$ cat config.mk
export PLATFORM = sky130hd
export DESIGN_NAME = sync_fifo_param
export DESIGN_NICKNAME = d
export VERILOG_FILES = /design/src/rtl/fifo_pkg.sv /design/src/rtl/sync_fifo_mem.sv /design/src/rtl/sync_fifo_param.sv
export SDC_FILE = /design/constraint.sdc
export NUM_CORES = 1
export LEC_CHECK = 0
export ABC_AREA = 1
export CAP_MARGIN = 20
export CORE_MARGIN = 5
export CORE_UTILIZATION = 44
export DETAILED_ROUTE_END_ITERATION = 8
export PLACE_DENSITY = 0.68
export SYNTH_ARGS = -nofsm -noshare
export SYNTH_HDL_FRONTEND = slang
export SYNTH_SLANG_ARGS = --single-unit
$ cat constraint.sdc
create_clock -name Clk -period 4.6 [get_ports Clk]
set_input_delay 0.92 -clock Clk [delete_from_list [all_inputs] [get_ports Clk]]
set_output_delay 0.92 -clock Clk [all_outputs]
set_load 0.03 [all_outputs]
$ cat src/rtl/fifo_pkg.sv
// Shared constants and helpers for the parametrised synchronous FIFO family.
// Latency: n/a (package only).
// Backpressure: n/a (package only).
package fifo_pkg;

    localparam int FIFO_DEF_WIDTH = 32;
    localparam int FIFO_DEF_DEPTH = 32;

    // Unsigned size type used for pointer and count width arithmetic.
    typedef int unsigned fifo_size_t;

    // Bits needed to hold an occupancy of 0..depth inclusive.
    function automatic fifo_size_t cnt_width(input fifo_size_t depth);
        return fifo_size_t'($clog2(depth + 1));
    endfunction

    // Pointer increment with explicit wrap at depth-1; works for any depth.
    function automatic fifo_size_t ptr_inc(input fifo_size_t ptr, input fifo_size_t depth);
        return (ptr == depth - 1) ? fifo_size_t'(0) : ptr + 1;
    endfunction

endpackage

$ cat src/rtl/sync_fifo_mem.sv
// DEPTH x WIDTH storage: one synchronous write port, one registered read port.
// Latency: read data appears the cycle after re is sampled; write lands at the edge.
// Backpressure: none; the caller gates we/re. byp forwards wdata into the read register.
module sync_fifo_mem #(
    parameter int WIDTH = 32,
    parameter int DEPTH = 32
) (
    input  logic                     clk,
    input  logic                     rst,
    input  logic                     we,
    input  logic [$clog2(DEPTH)-1:0] waddr,
    input  logic [WIDTH-1:0]         wdata,
    input  logic                     re,
    input  logic [$clog2(DEPTH)-1:0] raddr,
    input  logic                     byp,
    output logic [WIDTH-1:0]         rdata
);

    logic [WIDTH-1:0] mem [DEPTH];

    // Storage array: written only, never reset, so contents survive Rst.
    always_ff @(posedge clk) begin
        if (we) begin
            mem[waddr] <= wdata;
        end
    end

    // Read register: cleared on reset, loads only when re, holds otherwise.
    always_ff @(posedge clk) begin
        if (rst) begin
            rdata <= '0;
        end else if (re) begin
            rdata <= byp ? wdata : mem[raddr];
        end
    end

endmodule

$ cat src/rtl/sync_fifo_param.sv
// Parametrised synchronous FIFO with thresholds, occupancy count and error pulses.
// Latency: 1 cycle registered read; flags/Count reflect the post-edge state. FIFO_FWFT_EN selects first-word-fall-through.
// Backpressure: writes dropped when FULL (OVF), reads refused when EMPTY (UDF); EN=0 freezes all state.
module sync_fifo_param
    import fifo_pkg::*;
#(
    parameter int WIDTH     = FIFO_DEF_WIDTH,
    parameter int DEPTH     = FIFO_DEF_DEPTH,
    parameter int AF_THRESH = DEPTH - 4,
    parameter int AE_THRESH = 4
) (
    input  logic                           Clk,
    input  logic                           Rst,
    input  logic                           EN,
    input  logic                           WR,
    input  logic [WIDTH-1:0]               dataIn,
    input  logic                           RD,
    output logic [WIDTH-1:0]               dataOut,
    output logic                           EMPTY,
    output logic                           FULL,
    output logic                           ALMOST_EMPTY,
    output logic                           ALMOST_FULL,
    output logic [cnt_width(DEPTH)-1:0]    Count,
    output logic                           OVF,
    output logic                           UDF
);

    localparam int PW = $clog2(DEPTH);
    localparam int CW = int'(cnt_width(DEPTH));

    logic [PW-1:0] rptr;
    logic [PW-1:0] wptr;
    logic [PW-1:0] rptr_nxt;
    logic [PW-1:0] wptr_nxt;
    logic [CW-1:0] count_nxt;
    logic          act;
    logic          rd_ok;
    logic          wr_ok;
    logic          mem_re;
    logic          mem_byp;
    logic [PW-1:0] mem_raddr;

    // Accept decisions, next pointers and the up/down occupancy counter.
    always_comb begin
        act      = EN & ~Rst;
        rd_ok    = act & RD & ~EMPTY;
        // A read in the same cycle frees a slot, so a full FIFO still takes the write.
        wr_ok    = act & WR & (~FULL | rd_ok);
        rptr_nxt = rd_ok ? PW'(ptr_inc(fifo_size_t'(rptr), fifo_size_t'(DEPTH))) : rptr;
        wptr_nxt = wr_ok ? PW'(ptr_inc(fifo_size_t'(wptr), fifo_size_t'(DEPTH))) : wptr;
        count_nxt = Count;
        if (wr_ok && !rd_ok) begin
            count_nxt = Count + CW'(1);
        end else if (rd_ok && !wr_ok) begin
            count_nxt = Count - CW'(1);
        end
    end

    // Read-port control: standard pops on rd_ok; FWFT keeps the head word presented.
    always_comb begin
`ifdef FIFO_FWFT_EN
        // Refresh the output register with the next head whenever the FIFO changes and stays non-empty.
        mem_re    = (rd_ok | wr_ok) & (count_nxt != '0);
        mem_raddr = rptr_nxt;
        // The new head is the word being written this very edge; memory doesn't hold it yet.
        mem_byp   = wr_ok & (rptr_nxt == wptr);
`else
        mem_re    = rd_ok;
        mem_raddr = rptr;
        mem_byp   = 1'b0;
`endif
    end

    // Pointers, count, registered flags and one-cycle error pulses.
    always_ff @(posedge Clk) begin
        if (Rst) begin
            rptr         <= '0;
            wptr         <= '0;
            Count        <= '0;
            EMPTY        <= 1'b1;
            FULL         <= 1'b0;
            ALMOST_EMPTY <= 1'b1;
            ALMOST_FULL  <= (AF_THRESH == 0);
            OVF          <= 1'b0;
            UDF          <= 1'b0;
        end else if (EN) begin
            rptr         <= rptr_nxt;
            wptr         <= wptr_nxt;
            Count        <= count_nxt;
            EMPTY        <= (count_nxt == '0);
            FULL         <= (count_nxt == CW'(DEPTH));
            ALMOST_EMPTY <= (int'(count_nxt) <= AE_THRESH);
            ALMOST_FULL  <= (int'(count_nxt) >= AF_THRESH);
            OVF          <= WR & ~wr_ok;
            UDF          <= RD & ~rd_ok;
        end else begin
            OVF          <= 1'b0;
            UDF          <= 1'b0;
        end
    end

    sync_fifo_mem #(
        .WIDTH (WIDTH),
        .DEPTH (DEPTH)
    ) u_mem (
        .clk   (Clk),
        .rst   (Rst),
        .we    (wr_ok),
        .waddr (wptr),
        .wdata (dataIn),
        .re    (mem_re),
        .raddr (mem_raddr),
        .byp   (mem_byp),
        .rdata (dataOut)
    );

endmodule

* Yosys cells after proc, flatten, opt, wreduce, memory -nomap -nowiden
Memory sizes are Yosys's and may differ from the RTL's. A register that Yosys moved wholly into a read port is not among the register bits. Index checks and enable logic that the tools add are counted.
Word-level totals: bits in registers 22, bits in writable memories 1024, word-level logic and storage cells 47, memories kept 1
Operators by class: add/subtract/negate cells 4, $lt $le $gt $ge 2, equal/unequal tests 3, mux-type cells 6, bitwise operators 14, reductions and logical operators 8
Memory list:
- u_mem.mem | depth 32, bits a word 32, read ports 1, clocked after Yosys merged registers in 1, wr ports 1, line sync_fifo_mem.sv:19 | logic [WIDTH-1:0] mem [DEPTH];
Operators by type and width (number):
- 2-to-1 mux 6 bit | 2
- adder 5 x 1 -> 5 bit (second input constant) | 2
- == test 5 bit (second input constant) | 2
- 2-to-1 mux 5 bit | 2
- AND 1 bit | 7
- adder 6 x 1 -> 6 bit (second input constant) | 1
- == test 6 bit (second input constant) | 1
- greater-or-equal comparator 6 x 5 -> 1 bit (second input constant) | 1
- less-or-equal comparator 6 x 3 -> 1 bit (second input constant) | 1
- zero test 6 bit | 1
- inverter 1 bit | 6
- subtractor 6 x 1 -> 6 bit (second input constant) | 1
- AND reduction 2 bit | 2
- logical AND 1 bit | 2
- zero test 1 bit | 2
- 2-to-1 mux 1 bit | 2
- OR reduction 2 bit | 1
- bitwise OR 1 bit | 1

* Logic depth before layout (Yosys ltp)
Gate-level depths: netlist of the first run.
depth after elaboration 11, gate-level depth with buffers 13

* Cells and area by module
Synthesis of the first run repeated with hierarchy kept, for this count alone.
Second synthesis, totals: cell total of the unflattened synthesis 3851, area total of the unflattened synthesis 44213.7 um^2
By module, submodules not included:
- sync_fifo_mem | times used 1, cells an instance 3667, area each 42929.9 um^2
- sync_fifo_param | times used 1, cells an instance 184, area each 1283.7 um^2

* Least setup slack after synthesis of the first run
OpenSTA, ideal clock, no wires.
path type input -> register, from input port Rst, to memory u_mem.mem[3][0] (enable), library setup time 0.461 ns, data arrival time 4.001 ns, data required time 4.139 ns, path slack 0.138 ns, stages on the path 8, buffers on the path 1, cells stage by stage buf_4 nor2_8 nand3_4 nand2_1 nand2_1 nor2_1 nand2_1 nor3_1
Between the ends: cells in the longest elaborated chain, start to end 8
Ends and longest elaborated chain:
- start: declaration | line sync_fifo_param.sv:13 | input logic Rst,
- inverter 1 bit (*) | line sync_fifo_param.sv:45 | act = EN & ~Rst;
- AND 1 bit (*) | line sync_fifo_param.sv:45
- AND 1 bit (2 in series) | line sync_fifo_param.sv:46 | rd_ok = act & RD & ~EMPTY;
- bitwise OR 1 bit | line sync_fifo_param.sv:48 | wr_ok = act & WR & (~FULL | rd_ok);
- AND 1 bit (*) | line sync_fifo_param.sv:48
- 2-to-1 mux 1 bit (*) | line sync_fifo_mem.sv:23 | if (we) begin
- 2-to-1 mux 1 bit (not written as such) (*) | line sync_fifo_mem.sv:24 | mem[waddr] <= wdata;
- end: declaration | line sync_fifo_mem.sv:19
Every way passes the cells marked *; elsewhere a longest branch is shown, timed or not.

* Worst setup path after layout of the first run
from input port EN, to memory u_mem.mem[31][26] (enable)
Between the ends: cells in the longest elaborated chain, start to end 7
Ends and longest elaborated chain:
- start: declaration | line sync_fifo_param.sv:14 | input logic EN,
- AND 1 bit (*) | line sync_fifo_param.sv:45
- AND 1 bit (2 in series) | line sync_fifo_param.sv:46
- bitwise OR 1 bit | line sync_fifo_param.sv:48
- AND 1 bit (*) | line sync_fifo_param.sv:48
- 2-to-1 mux 1 bit (*) | line sync_fifo_mem.sv:23
- 2-to-1 mux 1 bit (not written as such) (*) | line sync_fifo_mem.sv:24
Marked as above.

==> results of run 1 <==
## routing by layer
layer,GRT usage (%),vias up
met5,0,-
met2,34.55,1276
met1,28.31,13480
met3,2.945,214
li1,-,12170
met4,10.44,0
## synthesized netlist by cell type, types with 9 or more instances
library cell,n
nand3_1,180
o221ai_1,128
dfxtp_1,54
nand2_1,251
buf_4,12
a21oi_1,45
nor2_1,563
nand4_1,67
edfxtp_1,1024
buf_2,54
inv_1,88
o21ai_1,9
o22ai_1,96
buf_6,23
o21ai_0,477
clkbuf_1,121
ha_1,9
## critical path, cell delays in order
cell and delay (ns):
clkdlybuf4s50_1 0.58, inv_2 0.13, nor2_8 0.13, nand3_4 0.13, nand2_1 0.11, nand2_1 0.21
nor2_1 0.20, inv_1 0.32, nor2_4 0.40, buf_4 0.39
## registers in the layout (all words and copies together), names as in the netlist
signal and flops:
u_mem.mem 1024, u_mem.rdata 32, Count 6, mem_raddr 5
wptr 5, ALMOST_EMPTY 1, ALMOST_FULL 1, EMPTY 1
FULL 1, OVF 1, UDF 1
## stage by stage
step,cells,power [mW]
2_1_floorplan,3244,11.35
3_3_place_gp,4462,11.75
3_5_place_dp,4462,11.76
4_1_cts,4654,20.17
5_1_grt,4654,20.64
6_report,4654,20.08
## power by group
| part | internal, mW | switching [mW] | total [mW] | leakage, nW |
|---|---|---|---|---|
| logic | 0.179 | 0.578 | 0.757 | 4.49 |
| clock network | 4.94 | 3.59 | 8.53 | 1.67 |
| registers | 10.8 | 0.0301 | 10.8 | 9.65 |
| total | 15.9 | 4.20 | 20.1 | 15.8 |
## cell type report
type	instances	area share, %
inverters	95	0.7815
clock inverters	54	1.137
repair buffers	176	3.448
clock buffers	138	5.945
flip-flops and latches	1078	66.07
well taps	1265	3.284
multi-input cells	1848	19.33
## cell usage in the layout, fill, tap and decap left out, drive strengths merged, types with 54 or more instances in the layout
cell type         n
nor2            569
nand4            68
nand3           182
clkdlybuf4s50    63
buf             113
o22ai            96
clkbuf          138
edfxtp         1024
o221ai          128
dfxtp            54
o21ai           486
nand2           251
inv              97
## final timing paths
kind	to	slack, ns
setup / recovery	u_mem.mem[31][26]	1.39
setup reg to reg	u_mem.rdata[31]	1.83
hold / removal	ALMOST_EMPTY	0.50
hold reg to reg	ALMOST_EMPTY	0.50
## logic make-up after synthesis
logic type      share of synthesized area [%]
compound gates                          10.38
xor+xnor                              0.08261
fa+ha+maj                              0.2656
buf+inv                                 3.547
flops                                   75.07
simple gates                            10.66
==> reports/results.ini, run 1 <==
[run_status]
status = complete, no violations

[timing]
setup_viol = 0
slew_viol_final = 0
rsz0062_at_grt = false
finalHoldViolCount = 0
timing.final.crit_share_pct = 69.81
fin_skew_ns = 0.02272
fmax_mhz = 311.4
min_period_ns = 3.211
slew_headroom_pct = 28.42
setup_ws_ns = 1.389
worstMarginPinSlew_ns = 1.074
setup-tns-final_ns = 0
hold-worst-slack_ns = 0.4959

[logic_synthesis]
yosys.area.top_type = edfxtp_1
async_reset_ff_share_pct = 0
yosysUniqueCellTypes = 34
synth_edf_count = 1024
synth_area_sq_um = 42400
avgSynthCellArea_sq_um = 13.07
synth_seq_cells = 1078
yosys_most_used_dff = edfxtp_1
yosys_warnings = 0
synth_nets = 3290
synth.top_cells.by_area = edfxtp_1 73%, o21ai_0 5.6%, nor2_1 5.0%
syn_inst = 3244
synth_seq_area_share_pct = 75.07
yosysTopAreaCellShare_pct = 72.52

[cts]
clock-root-buffer = clkbuf_16
clock_sinks = 1078
clk_pin_slew_worst_paths_ns = 0.06
hold_buffers = 0
ctsResizeCount = 0
tritoncts = built
clockBufferDepth = 3
cts_buffers = 106
htreeDepth = 3
clock_latency_ns = 0.67
cts_setup_buffers = 0

[cells_and_area]
final_net_count = 3351
drive_gt1_share_pct = 9.472
multiInputGateArea_sq_um = 9316
diodes = 0
regArea_sq_um = 31840
num-fill-cells = 7955
finalInstanceArea_sq_um = 48190
syn_to_final_growth_pct = 13.66
final_core_util_pct = 50.57

[floorplanning]
dieArea_sq_um = 102700
core_sq_um = 95290
die_y_um = 320.4
dieWidth_um = 320.4
num_rows = 113
initial_utilization_pct = 44.50
io_pins = 81

[critical_path]
arrival_ns = 3.54
worst-path-max-fanout = 22
crit_path_end_kind = flip-flop
critical_path.startpoint = EN
ff2ff_path_depth = 10
setup.worst_path.class = in -> reg
start_kind = input port
r2r_start = mem_raddr[0]
required_ns = 4.93

[global_route]
antenna_found_initial = 0
grt_start_max_net_pins = 196
grt_overflow = 0
grt_usage_pct = 21.21
grt_pass1_vias = 26060
grt_pass1_wl_mm = 166.6

[routing]
drt_iter0_markers = 3471
drc_errors = 0
dr_wl_met2_mm = 53.55
wl_met1_mm = 44.20
routed.top_layer = met4
dr_total_vias = 27130
vias_per_cell = 5.830
wl_met3_mm = 8.079
firstDrtPassIters = 6
wl_per_cell_um = 24.01
antenna_left = 0
drt_wl_total_mm = 111.7

[hold_path]
whs_path_depth = 2
worstHoldStart = ALMOST_EMPTY
hp-class = reg -> reg

[place]
place_congestion = 0.8483
placedInstanceArea_sq_um = 44780
dp_hpwl_mm = 65.50
io_buffers = 80
dp_slack_ns = 0.7010

[pwr]
ir_worst_vdd_uv = 292.0
leakagePower_nw = 15.81
powerDensity_nw_per_um2 = 416.6

[run]
cap_violations = 0

Note: power is estimated with default switching activity, not from simulation.
==> run 2: changes to the inputs <==
Settings changed: PLACE_DENSITY 0.68 to 0.66.
Clock period 4.6 ns to 3.1 ns, I/O delays scaled along.
==> reports/results.ini, run 2 (synthesis results as in run 1) <==
[critical_path]
crit_end = dataOut[10]  ; was u_mem.mem[31][26]
arrival_ns = 1.93  ; was 3.54 ns
reg2reg_slack_ns = 0.64  ; was 1.83 ns
crit_path_end_kind = output pin  ; was flip-flop
r2r_start = mem_raddr[0]  ; unchanged
cpMaxStageDelayCell = clkdlybuf4s50_1  ; unchanged
critical_path.startpoint = u_mem.rdata[10]  ; was EN
critPathBufInv = 1  ; was 4
setup.worst_path.class = reg -> out  ; was in -> reg
ff2ff_path_depth = 11  ; was 10
r2r_end = u_mem.rdata[5]  ; was u_mem.rdata[31]
crit_chain = clkdlybuf4s50_1  ; was clkdlybuf4s50_1, inv_2, nor2_8, nand3_4, nand2_1, nand2_1, nor2_1, inv_1, nor2_4, buf_4
worst-path-max-fanout = 2  ; was 22
start_kind = flip-flop  ; was input port
slowest_delay_ns = 0.75  ; was 0.58 ns
required_ns = 2.48  ; was 4.93 ns
path_depth = 1  ; was 10
crit_family = buffers and inverters  ; unchanged

[timing]
finalHoldViolCount = 0  ; unchanged
slew_viol_final = 0  ; unchanged
min_period_ns = 2.552
rsz0062_at_grt = false  ; unchanged
slew_headroom_pct = 39.49  ; was 28.42%
setup_viol = 0  ; unchanged
setup_ws_ns = 0.5481  ; was 1.389 ns
timing.final.crit_share_pct = 82.32
setup-tns-final_ns = 0  ; unchanged
worstMarginPinSlew_ns = 0.9077  ; was 1.074 ns
fin_skew_ns = 0.01737  ; was 0.02272 ns
fmax_mhz = 391.9

[routing]
dr_total_vias = 27560  ; was 27130
vias_per_cell = 5.844  ; was 5.830
drt_wl_total_mm = 119.2  ; was 111.7 mm
wl_per_cell_um = 25.28  ; was 24.01 um
firstDrtPassIters = 6  ; unchanged
drc_errors = 0  ; unchanged
drt_iter0_markers = 3450  ; was 3471
antenna_left = 0  ; unchanged

[global_route]
grt_pass1_wl_mm = 174.9  ; was 166.6 mm
grt_pass1_vias = 26530  ; was 26060
grt_start_max_net_pins = 120  ; was 196
grt_overflow = 0  ; unchanged
grt_usage_pct = 22.58  ; was 21.21%
antenna_found_initial = 4  ; was 0

[floorplanning]
dieWidth_um = 320.4  ; unchanged
dieArea_sq_um = 102700  ; unchanged
core_sq_um = 95290  ; unchanged
die_y_um = 320.4  ; unchanged
initial_utilization_pct = 44.50  ; unchanged
num_rows = 113  ; unchanged
io_pins = 81  ; unchanged

[cts]
clock_sinks = 1078  ; unchanged
hold_buffers = 0  ; unchanged
tritoncts = built  ; unchanged
clock-root-buffer = clkbuf_16  ; unchanged
cts_setup_buffers = 0  ; unchanged
clk_pin_slew_worst_paths_ns = 0.06  ; about the same
htreeDepth = 3  ; unchanged
ctsResizeCount = 0  ; unchanged
clockBufferDepth = 3  ; unchanged
clock_latency_ns = 0.67  ; about the same
cts_buffers = 106  ; unchanged

[cells_and_area]
drive_gt1_share_pct = 10.87  ; was 9.472%
final_net_count = 3409  ; was 3351
mostFrequentLayoutCell = edfxtp_1  ; unchanged
top_regs = u_mem.mem: 1024 flops, u_mem.rdata: 32 flops, Count: 6 flops  ; unchanged
finalInstanceArea_sq_um = 49270  ; was 48190 sq um
diodes = 0  ; unchanged
mostFrequentLayoutCells = 1024 x edfxtp_1, 532 x nor2_1, 477 x o21ai_0  ; unchanged
final_core_util_pct = 51.71  ; was 50.57%
largest_register_ff_count = 1024  ; unchanged
top_register = u_mem.mem  ; unchanged
syn_to_final_growth_pct = 16.20  ; was 13.66%

[pwr]
ir_worst_vdd_uv = 600.3  ; was 292.0 uV
power_mw = 29.84  ; was 20.08 mW
powerDensity_nw_per_um2 = 605.7  ; was 416.6 nW/um^2
leakagePower_nw = 16.25  ; was 15.81 nW

[place]
place_congestion = 0.8489  ; was 0.8483
dp_slack_ns = 0.1001  ; was 0.7010 ns
dp_hpwl_mm = 72.57  ; was 65.50 mm
io_buffers = 80  ; unchanged
placedInstanceArea_sq_um = 45860  ; was 44780 sq um

[run]
cap_violations = 0  ; unchanged

[hold_path]
whs_path_depth = 4  ; was 2
hp-class = in -> reg  ; was reg -> reg

[run_status]
status = complete, no violations  ; unchanged

-- run 2: cell types whose count changed in the layout (fill, tap and decap cells not counted), sizes merged --
cell,change
clkinv,+11
buf,+58
bufinv,-1
clkbuf,-5
inv,-2
clkinvlp,+1
-- run 2: through the flow --
stage               hold slack [ns]  std cells
floorplan                    0.4876       3244
global placement             0.4634       4520
detailed placement           0.4678       4520
CTS                          0.3604       4716
global route                 0.4097       4716
finish                       0.3878       4716
-- run 2: metal layers --
metal	up-vias	track usage, %	wire, um
met5	-	0	0
met4	0	9.168	5476
met3	222	3.266	9209
met2	1340	37.18	57630
met1	13710	30.52	46890
li1	12290	-	-
-- run 2: layout make-up --
| type | count | area (sq um) |
|---|---|---|
| timing repair buffer | 234 | 2735 |
| multi-input combinational | 1848 | 9323 |
| clock inverter | 63 | 556.8 |
| fill | 7930 | 46020 |
| inverter | 95 | 376.6 |
| sequential | 1078 | 31840 |
| tap | 1265 | 1583 |
| clock buffer | 133 | 2856 |
-- run 2: worst min-delay path by stage --
stage            startpoint           end  slack, ns
5_1_grt                 Rst           OVF       0.41
2_1_floorplan       wptr[0]       wptr[0]       0.49
3_5_place_dp   ALMOST_EMPTY  ALMOST_EMPTY       0.47
6_report                Rst           OVF       0.39
3_3_place_gp   ALMOST_EMPTY  ALMOST_EMPTY       0.46
4_1_cts                 Rst           OVF       0.36
-- run 2: power by group --
group | leakage [nW] | switching (mW) | internal, mW
combinational | 4.94 | 0.898 | 0.298
clock | 1.66 | 5.38 | 7.25
sequential | 9.65 | 0.0389 | 16.0
total | 16.2 | 6.32 | 23.5
